--- config.mk ---
export PLATFORM = sky130hd
export DESIGN_NAME = pipe_seg_buf
export DESIGN_NICKNAME = d
export VERILOG_FILES = /design/src/rtl/pipe_seg_pkg.sv /design/src/rtl/pipe_seg_sat_cnt.sv /design/src/rtl/pipe_seg_buf.sv
export SDC_FILE = /design/constraint.sdc
export NUM_CORES = 1
export LEC_CHECK = 0
export ABC_AREA = 1
export BUFFER_PORTS_ARGS = -buffer_cell sky130_fd_sc_hd__buf_2
export CAP_MARGIN = 15
export CORE_MARGIN = 2
export CORE_UTILIZATION = 30
export CTS_CLUSTER_SIZE = 20
export DETAILED_ROUTE_END_ITERATION = 8
export SLEW_MARGIN = 15
export SYNTH_ARGS = -nofsm -noshare
export SYNTH_HDL_FRONTEND = slang
export SYNTH_HIERARCHICAL = 1
export SYNTH_SLANG_ARGS = --single-unit
--- constraint.sdc ---
create_clock -name clk -period 1.5 [get_ports clk]
set_clock_uncertainty 0.2 [all_clocks]
set_input_delay 0.225 -clock clk [delete_from_list [all_inputs] [get_ports clk]]
set_output_delay 0.225 -clock clk [all_outputs]
set_load 0.1 [all_outputs]
--- src/rtl/pipe_seg_pkg.sv ---
`default_nettype none
// ============================================================================
// Module   : pipe_seg_pkg
// Brief    : Shared state encoding, default widths and saturation helper for
//            the pipeline segment buffer.
// Revision : 1.0 - initial release
// ============================================================================
package pipe_seg_pkg;

   typedef enum logic [1:0] {
      EMPTY = 2'd0,
      FULL  = 2'd1,
      SKID  = 2'd2
   } seg_state_t;

   localparam int DEF_DW    = 32;
   localparam int DEF_CNT_W = 16;

   // All-ones value of a w-bit counter (w <= 64); the shift wraps cleanly at 64.
   function automatic logic [63:0] sat_max(input int w);
      return (64'd1 << w) - 64'd1;
   endfunction

endpackage
`default_nettype wire

--- src/rtl/pipe_seg_sat_cnt.sv ---
`default_nettype none
// ============================================================================
// Module   : pipe_seg_sat_cnt
// Brief    : W-bit counter that increments on inc, sticks at all-ones and
//            clears synchronously on clear.
// Revision : 1.0 - initial release
// ============================================================================
module pipe_seg_sat_cnt
   import pipe_seg_pkg::*;
#(
   parameter int W = DEF_CNT_W
) (
   input  logic         clk,
   input  logic         clear,
   input  logic         inc,
   output logic [W-1:0] cnt
);

   localparam logic [63:0] MAX64 = sat_max(W);
   localparam logic [W-1:0] MAX  = MAX64[W-1:0];

   always_ff @(posedge clk) begin
      if (clear) begin
         cnt <= '0;
      end else if (inc && (cnt != MAX)) begin
         cnt <= cnt + W'(1);
      end
   end

endmodule
`default_nettype wire

--- src/rtl/pipe_seg_buf.sv ---
`default_nettype none
// ============================================================================
// Module   : pipe_seg_buf
// Brief    : Two-entry valid/ready skid buffer between pipeline stages with
//            flush support. Optional statistics enabled by PIPE_SEG_STAT_EN.
// Revision : 1.0 - initial release
// ============================================================================
module pipe_seg_buf
   import pipe_seg_pkg::*;
#(
   parameter int DW = DEF_DW
`ifdef PIPE_SEG_STAT_EN
  ,parameter int CNT_W = DEF_CNT_W
`endif
) (
   input  logic          clk,
   input  logic          resetn,
   input  logic          refresh,
   input  logic          in_valid,
   output logic          in_ready,
   input  logic [DW-1:0] in_data,
   output logic          out_valid,
   input  logic          out_ready,
   output logic [DW-1:0] out_data
`ifdef PIPE_SEG_STAT_EN
  ,output logic [CNT_W-1:0] stat_stall_cnt
  ,output logic [CNT_W-1:0] stat_flush_cnt
`endif
);

   seg_state_t    state, state_nxt;
   logic [DW-1:0] m_q, m_nxt;
   logic [DW-1:0] s_q, s_nxt;
   logic          in_fire, out_fire;

   // Handshake outputs come from registered state only; resetn gating aside,
   // downstream backpressure never reaches upstream in the same cycle.
   assign in_ready  = resetn & (state != SKID);
   assign out_valid = (state != EMPTY);
   assign out_data  = m_q;

   assign in_fire  = in_valid & in_ready;
   assign out_fire = out_valid & out_ready;

   always_comb begin
      state_nxt = state;
      m_nxt     = m_q;
      s_nxt     = s_q;
      case (state)
         EMPTY: begin
            if (in_fire) begin
               state_nxt = FULL;
               m_nxt     = in_data;
            end
         end
         FULL: begin
            if (in_fire && out_fire) begin
               m_nxt = in_data;
            end else if (in_fire) begin
               state_nxt = SKID;
               s_nxt     = in_data;
            end else if (out_fire) begin
               // M keeps its stale payload; out_valid alone marks it dead.
               state_nxt = EMPTY;
            end
         end
         SKID: begin
            if (out_fire) begin
               state_nxt = FULL;
               m_nxt     = s_q;
            end
         end
         default: begin
            state_nxt = EMPTY;
         end
      endcase
   end

   always_ff @(posedge clk) begin
      if (!resetn || refresh) begin
         state <= EMPTY;
         m_q   <= '0;
         s_q   <= '0;
      end else begin
         state <= state_nxt;
         m_q   <= m_nxt;
         s_q   <= s_nxt;
      end
   end

`ifdef PIPE_SEG_STAT_EN
   // Refresh does not clear the statistics; only reset does.
   pipe_seg_sat_cnt #(.W(CNT_W)) u_stall_cnt (
      .clk   (clk),
      .clear (!resetn),
      .inc   (out_valid & !out_ready),
      .cnt   (stat_stall_cnt)
   );

   pipe_seg_sat_cnt #(.W(CNT_W)) u_flush_cnt (
      .clk   (clk),
      .clear (!resetn),
      .inc   (refresh & (state != EMPTY)),
      .cnt   (stat_flush_cnt)
   );
`endif

endmodule
`default_nettype wire

==> impl_metrics.toml, run 1 <==
[synth]
ys_seq_elements = 66
synth_top_area_share_pct = 38.9
synth_nets = 583
ys_types = 17
synthMuxAreaShare_pct = 0
ys_seq_area_share_pct = 38.9
yosys-top-cells-count = "nand2_1 (134), nor2_1 (100), nand3_1 (98), inv_1 (69), dfxtp_1 (66)"
netlist_instances = 546
synth_top_family_by_area = "simple AND/OR/NAND/NOR gates"
synth-simple-area-share_pct = 41.8
synth_edf_count = 0
yosysMostFrequentCell = "nand2_1"
async_flop_share_pct = 0
synth_xor_area_share_pct = 0
syn_avg_cell_area_um2 = 6.23
synthFlopType = "dfxtp_1"
yosys.area.top_type = "dfxtp_1"
synth_fa_ha_area_share_pct = 0
yosysWarnings = 6
synth_compound_area_share_pct = 5.08
syn-cell-area_mm2 = 0.00340
synth_area_leaders = "dfxtp_1 (39%), nand2_1 (15%), nand3_1 (14%), nor2_1 (11%), inv_1 (7.6%)"

[routing]
num_vias = 3807
dr.pass1.iters = 5
wl_um = 11700
vias_per_cell = 4.85
avgRoutedWirePerCell_um = 15.0
first_iter_violations = 312
drtAntennaViolNets = 0
drc = 0

[sta]
worst_pin_slew_ns = 0.281
fmax_mhz = 607
finalHoldViolations = 0
period_share_pct = 110
rsz0062_at_grt = "true"
holdWs_ns = 0.0231
period_needed_ns = 1.65
drv_slew = 0
relSlewSlack_pct = 81.4
setup_viol = 60
setup_slack_ns = -0.148

[placement]
dp_slack_ns = -0.00916
portBuffers = 70
hpwl_um = 6590
dp_cells = 739
routabilityCongestion = 0.810

[grt]
grt_max_degree = 39
grt_usage_pct = 15.8
grt_pass1_vias = 3255
grt_antenna_before_repair = 0
grt_overflow = 0
grt_first_pass_wirelength_um = 15900

[setup_path]
crit_path_start = "state[0]"
r2r-start = "state[1]"
start_kind = "register"
critPathKind = "reg -> out"
worstRegToRegCells = 8
critPathRequiredTime_ns = 1.07
cp-end-kind = "output pin"
path_max_fanout = 4
r2r_slack_ns = -0.10
cp.arrival_ns = 1.22
r2r_end = "s_q[7]"
endpoint = "in_ready"

[die]
die_h_um = 110
initial_core_util_pct = 31.1
dieArea_mm2 = 0.0122
fp.dieW_um = 110
coreArea_mm2 = 0.0109
io_pins = 71
rows = 38

[power]
power_density_mw_per_mm2 = 847
leakagePower_nw = 2.57
vdd.ir_drop.worst_uv = 627
power_mw = 4.97

[clocking]
clock_path_buffers = 2
cts-root-buf = "clkbuf_16"
cts-buffers-inserted = 9
clkSlewWorstSetupHoldPaths_ns = 0.05
cts_sinks = 66
htree_levels = 3
cts_tree = "done"
cts_hold_buf = 0
clk_latency_ns = 0.32

[run_status]
violations = "negative setup slack"
outcome = "finished with violations"

[flow_run]
maxCapViolations = 0

[final_layout]
drive_above_1_share_pct = 42.5
instances_no_fill = 785
n_antenna_cell = 0
post-route-util_pct = 53.7
area_delta_synth_final_pct = 72.6
final_nets = 678

[min_path]
hp-class = "in -> reg"
-- logic make-up after synthesis --
family,after synthesis
AND/OR/NAND/NOR,336
flip-flops,66
AO/OA/AOI/OAI,34
buffers and inverters,110
-- state kept, by name (all words and copies together), names as in the netlist --
register / cells
out_data: 32
s_q: 32
state: 2
-- worst max-delay path: stages, from the launching register on --
cell	delay [ns]
dfxtp_4	0.38
inv_4	0.05
buf_8	0.11
a21oi_4	0.15
buf_12	0.19
-- metrics by stage --
step / setup TNS [ns] / instance area (um2)
after detailed placement: -0.00916 / 4430
after floorplan: -10.36 / 3430
after global placement: 0 / 4430
after CTS: -0.581 / 4990
final: -3.05 / 5870
after global routing: -6.42 / 5870
-- power by group --
group	leakage (nW)	switching [mW]	internal [mW]
sequential	0.536	0.0408	1.79
combinational	1.90	0.652	0.409
clock	0.140	0.767	1.32
total	2.57	1.46	3.51
-- final cells by class --
type	count	area (um2)
clock buffers	10	239
inverters	70	273
flip-flops and latches	66	1330
clock inverters	5	55.1
multi-input cells	371	2230
fillers	951	5060
well taps	140	175
repair buffers	123	1570
-- layout by cell type (no fill, tap or decap), types with 4 or more instances in the layout --
master | Yosys | final
nand2_1 | 134 | 117
nor2_1 | 100 | 71
inv_1 | 69 | 63
buf_12 | 0 | 37
a21oi_2 | 0 | 19
inv_2 | 1 | 4
nor2_4 | 0 | 15
dfxtp_1 | 66 | 64
buf_6 | 4 | 18
nor2_2 | 1 | 15
nand2_4 | 1 | 4
buf_2 | 20 | 36
nand2_2 | 0 | 14
nand3_1 | 98 | 44
buf_4 | 5 | 16
nand3_4 | 1 | 7
a21oi_1 | 33 | 12
nand3_2 | 0 | 48
clkbuf_16 | 0 | 15
buf_8 | 0 | 8
clkinvlp_4 | 0 | 4
-- worst min path at each step --
stage / startpoint / cells past startpoint / endpoint
2_1_floorplan: out_ready / 3 / state[1]
3_3_place_gp: s_q[6] / 2 / s_q[6]
3_5_place_dp: s_q[23] / 2 / s_q[23]
4_1_cts: out_ready / 4 / state[1]
5_1_grt: refresh / 4 / out_data[20]
6_report: out_ready / 4 / state[1]
-- repair_timing --
| item | CTS | global route |
|---|---|---|
| buffers inserted | 10 | 12 |
| gates cloned | 4 | 12 |
| pin swaps | 3 | 45 |
| gates resized for setup | 31 | 166 |
| setup endpoints to repair | 21 | 68 |
-- per-layer routing --
metal | up-vias | track usage, % | routed length [um]
li1 | 1875 | - | -
met1 | 1781 | 21.9 | 5010
met2 | 131 | 24.9 | 5920
met3 | 20 | 2.47 | 581
met4 | 0 | 6.00 | 231
met5 | - | 0 | 0
Power figures use the tool's default switching activity.
==> inputs of run 2 (changes only) <==
--- a/config.mk
+++ b/config.mk
@@ -8,7 +8,7 @@
 export ABC_AREA = 1
 export BUFFER_PORTS_ARGS = -buffer_cell sky130_fd_sc_hd__buf_2
 export CAP_MARGIN = 15
-export CORE_MARGIN = 2
+export CORE_MARGIN = 8
 export CORE_UTILIZATION = 30
 export CTS_CLUSTER_SIZE = 20
 export DETAILED_ROUTE_END_ITERATION = 8
==> impl_metrics.toml, run 2 (same netlist as run 1, synthesis figures left out) <==
[clocking]
cts-buffers-inserted = 9
clk_latency_ns = 0.33
cts-root-buf = "clkbuf_16"
htree_levels = 3
clkSlewWorstSetupHoldPaths_ns = 0.06
cts_sinks = 66
clock_path_buffers = 2
cts_tree = "done"

[sta]
fmax_mhz = 591
worst_pin_slew_ns = 0.281
rsz0062_at_grt = "true"
finalHoldViolations = 0
drv_slew = 0
holdWs_ns = 0.0367
period_share_pct = 113
setup_slack_ns = -0.193
period_needed_ns = 1.69
relSlewSlack_pct = 81.4
setup_viol = 68

[setup_path]
critPathRequiredTime_ns = 1.56
cp.arrival_ns = 1.76
cp-end-kind = "register"
max_stage_delay_ns = 0.38
critPathKind = "reg -> reg"
path_max_fanout = 15
start_kind = "register"
crit_family = "simple AND/OR/NAND/NOR gates"
path_buf_inv = 4
cpMaxStageDelayCell = "dfxtp_4"
worstPathCellList = "inv_4 -> buf_6 -> nand2_4 -> nand3_4 -> nor3_4 -> buf_12 -> clkbuf_16 -> nor2_1 -> nor2_1"
crit_path_frequent_cell = "nor2_1"

[routing]
wl_um = 11000
drtAntennaViolNets = 0
vias_per_cell = 4.65
drc = 0
first_iter_violations = 223
avgRoutedWirePerCell_um = 14.2
dr.pass1.iters = 4
num_vias = 3618

[final_layout]
fill_cells = 1065
final_nets = 667
post-route-util_pct = 48.8
layout_common_cells = "nand2_1 (129), nor2_1 (82), nand3_1 (79)"
instances_no_fill = 778
drive_above_1_share_pct = 30.6
seq_area_mm2 = 0.00133
area_delta_synth_final_pct = 61.1
fin_area_mm2 = 0.00548
multi_input_area_mm2 = 0.00190
mostFrequentLayoutCell = "nand2_1"
n_antenna_cell = 0

[placement]
dp_cells = 739
routabilityCongestion = 0.825
portBuffers = 70
hpwl_um = 6830
place_area_mm2 = 0.00446

[die]
io_pins = 71
rows = 39
die_h_um = 122
fp.dieW_um = 122
coreArea_mm2 = 0.0112
dieArea_mm2 = 0.0150
initial_core_util_pct = 30.3

[grt]
grt_overflow = 0
grt_usage_pct = 13.3
grt_pass1_vias = 3206
grt_max_degree = 46
grt_antenna_before_repair = 0
grt_first_pass_wirelength_um = 16000

[power]
leakagePower_nw = 2.48
power_density_mw_per_mm2 = 897
vdd.ir_drop.worst_uv = 422
power_mw = 4.92

[run_status]
outcome = "finished with violations"
violations = "negative setup slack"

[flow_run]
maxCapViolations = 0

[min_path]
hp-class = "in -> reg"
run 2: cell count changes in the layout (fill, tap and decap cells not counted), moves of 4 or more:
cell	previous run	this run
nor2_4	15	10
nor2_1	71	82
nand2_1	117	129
nand3_1	44	79
nand2_2	14	3
buf_8	8	2
nor2_2	15	9
inv_1	63	68
buf_4	16	12
buf_6	18	11
nand3_4	7	2
inv_2	4	0
buf_12	37	42
nand3_2	48	18
run 2: area by class of cell:
type	count	share of cell area (%)
multi-input combinational	370	34.7
timing repair buffer	113	27.4
sequential	66	24.3
inverter	70	4.91
clock buffer	14	4.82
tap	143	3.27
clock inverter	2	0.639
run 2: worst paths after layout:
path / start / to / slack, ns / cells after the start
worst max-delay path: state[0] / s_q[19] / -0.19 / 9
worst min-delay path: in_data[30] / s_q[30] / 0.04 / 5
worst max register to register: state[0] / s_q[19] / -0.19 / 9
worst min register to register: s_q[14] / s_q[14] / 0.26 / 2
run 2: worst reg2reg max path, stage by stage (launching register included):
cell and delay [ns]:
dfxtp_4 0.38, inv_4 0.05, buf_6 0.12, nand2_4 0.08, nand3_4 0.14, nor3_4 0.19
buf_12 0.15, clkbuf_16 0.17, nor2_1 0.05, nor2_1 0.10
run 2: metal layers:
metal / vias to the layer above / global-route usage [%] / wire [um]
li1: 1853 / - / -
met1: 1679 / 17.1 / 4630
met2: 71 / 21.1 / 5670
met3: 15 / 4.14 / 513
met4: 0 / 3.81 / 205
met5: - / 0 / 0
run 2: metrics by stage:
| stage | worst slack, ns | TNS, ns |
|---|---|---|
| floorplan | -0.329 | -10.36 |
| global placement | 0.0382 | 0 |
| detailed placement | 0.000944 | 0 |
| CTS | -0.166 | -4.87 |
| global route | -0.257 | -12.67 |
| finish | -0.193 | -8.26 |
run 2: repair_timing:
action | CTS | global route
setup buffers | 3 | 7
pin swaps | 15 | 13
hold endpoints to repair | 1 | 0
resized for setup | 20 | 74
gates cloned | 1 | 11
setup endpoints to repair | 15 | 68
hold buffers | 1 | 0
run 2: report_power, final:
group          internal [mW]  switching (mW)  total, mW  leakage (nW)
combinational          0.386           0.598      0.983          1.80
clock                   1.38           0.730       2.11         0.147
sequential              1.79          0.0393       1.83         0.536
==> inputs of run 3 (changes only) <==
--- a/config.mk
+++ b/config.mk
@@ -12,6 +12,7 @@
 export CORE_UTILIZATION = 30
 export CTS_CLUSTER_SIZE = 20
 export DETAILED_ROUTE_END_ITERATION = 8
+export REMOVE_ABC_BUFFERS = 1
 export SLEW_MARGIN = 15
 export SYNTH_ARGS = -nofsm -noshare
 export SYNTH_HDL_FRONTEND = slang
==> impl_metrics.toml, run 3 (same netlist as run 1, synthesis figures left out) <==
[placement]
portBuffers = 70
dp_slack_ns = 0.00660
dp_cells = 744
hpwl_um = 6340
routabilityCongestion = 0.728
place_area_mm2 = 0.00429

[setup_path]
start_kind = "register"
critPathRequiredTime_ns = 1.07
r2r-start = "state[0]"
max_stage_delay_ns = 0.34
critPathKind = "reg -> out"
endpoint = "in_ready"
cp.arrival_ns = 1.19
worstRegToRegCells = 9
worstPathCellList = "inv_2 -> buf_6 -> a21oi_4 -> buf_12"
crit_path_start = "state[0]"
r2r_slack_ns = -0.11
r2r_end = "s_q[0]"
path_max_fanout = 2
cpMaxStageDelayCell = "dfxtp_2"
cp-end-kind = "output pin"

[routing]
wl_um = 11400
num_vias = 3674
avgRoutedWirePerCell_um = 14.5
first_iter_violations = 216
dr.pass1.iters = 5
drtAntennaViolNets = 0
drc = 0
vias_per_cell = 4.68

[die]
rows = 39
initial_core_util_pct = 30.3
dieArea_mm2 = 0.0150
fp.dieW_um = 122
io_pins = 71
die_h_um = 122
coreArea_mm2 = 0.0112

[final_layout]
area_delta_synth_final_pct = 56.6
instances_no_fill = 785
seq_area_mm2 = 0.00133
fin_area_mm2 = 0.00533
layout_common_cells = "nand2_1 (127), nor2_1 (98), nand3_1 (72)"
final_nets = 677
n_antenna_cell = 0
mostFrequentLayoutCell = "nand2_1"
drive_above_1_share_pct = 30.1
multi_input_area_mm2 = 0.00189
post-route-util_pct = 47.4
fill_cells = 1121

[grt]
grt_antenna_before_repair = 1
grt_first_pass_wirelength_um = 15600
grt_max_degree = 41
grt_overflow = 0
grt_pass1_vias = 3241
grt_usage_pct = 13.1

[run_status]
violations = "negative setup slack"
outcome = "finished with violations"

[sta]
fmax_mhz = 621
period_share_pct = 107
period_needed_ns = 1.61
relSlewSlack_pct = 81.1
drv_slew = 0
setup_slack_ns = -0.111
rsz0062_at_grt = "true"
holdWs_ns = 0.0329
worst_pin_slew_ns = 0.285
setup_viol = 63
finalHoldViolations = 0
setup_tns_ns = -2.77

[power]
vdd.ir_drop.worst_uv = 410
leakagePower_nw = 2.47
power_density_mw_per_mm2 = 855
power_mw = 4.55

[clocking]
cts-root-buf = "clkbuf_16"
clock_path_buffers = 2
cts-buffers-inserted = 9
htree_levels = 3
clkSlewWorstSetupHoldPaths_ns = 0.05
cts_sinks = 66
cts_tree = "done"
clk_latency_ns = 0.32

[min_path]
hp-start = "in_data[19]"
hp-class = "in -> reg"

[flow_run]
maxCapViolations = 0
==> run 3: cell types whose count changed in the layout (fill, tap and decap cells not counted), moves of 2 or more <==
cell,delta
nand3_1,-7
nand3_2,+8
clkbuf_8,-2
buf_12,-13
a21oi_1,+5
inv_2,+4
nor2_4,-7
nand2_1,-2
a21oi_2,-5
buf_4,+19
nor2_2,-9
nand2_8,+3
nor2_1,+16
inv_1,-2
==> run 3: worst max-delay path, delay by kind of cell (launching register included) <==
| kind | cells | cell delay, ns |
|---|---|---|
| AOI/OAI and AO/OA | 1 | 0.15 |
| buffers and inverters | 3 | 0.37 |
| DFF | 1 | 0.34 |
==> run 3: routing by layer <==
layer	up-vias	share of wire (%)	global-route usage [%]
met2	108	49	21.5
met3	15	8.2	4.74
met1	1672	41	15.7
met5	-	0.11	0
met4	2	1.3	3.88
li1	1877	-	-
==> run 3: layout make-up <==
type,instances,area share (%)
Tap cell,143,3.36
Clock buffer,12,4.44
Timing Repair Buffer,122,26.8
Inverter,70,4.93
Multi-Input combinational cell,371,35.5
Clock inverter,1,0.0940
Sequential cell,66,24.9
==> run 3: how the worst min path moves through the flow <==
stage / to / cells past startpoint / slack [ns]
global route: s_q[21] / 5 / 0.04
CTS: s_q[19] / 5 / 0.03
floorplan: state[1] / 3 / 0.21
detailed placement: out_data[9] / 2 / 0.26
finish: s_q[19] / 5 / 0.03
global placement: out_data[2] / 2 / 0.26
==> run 3: power breakdown <==
group	switching, mW	internal (mW)	total [mW]
Sequential	0.0318	1.79	1.82
Combinational	0.594	0.356	0.950
Clock	0.693	1.09	1.78
==> run 3: timing repair <==
| item | CTS | global route |
|---|---|---|
| pin swaps | 22 | 6 |
| hold buffers | 0 | 0 |
| cloned | 3 | 15 |
| endpoints found under the setup margin | 19 | 68 |
| buffers inserted | 5 | 8 |
| gates resized for setup | 35 | 65 |
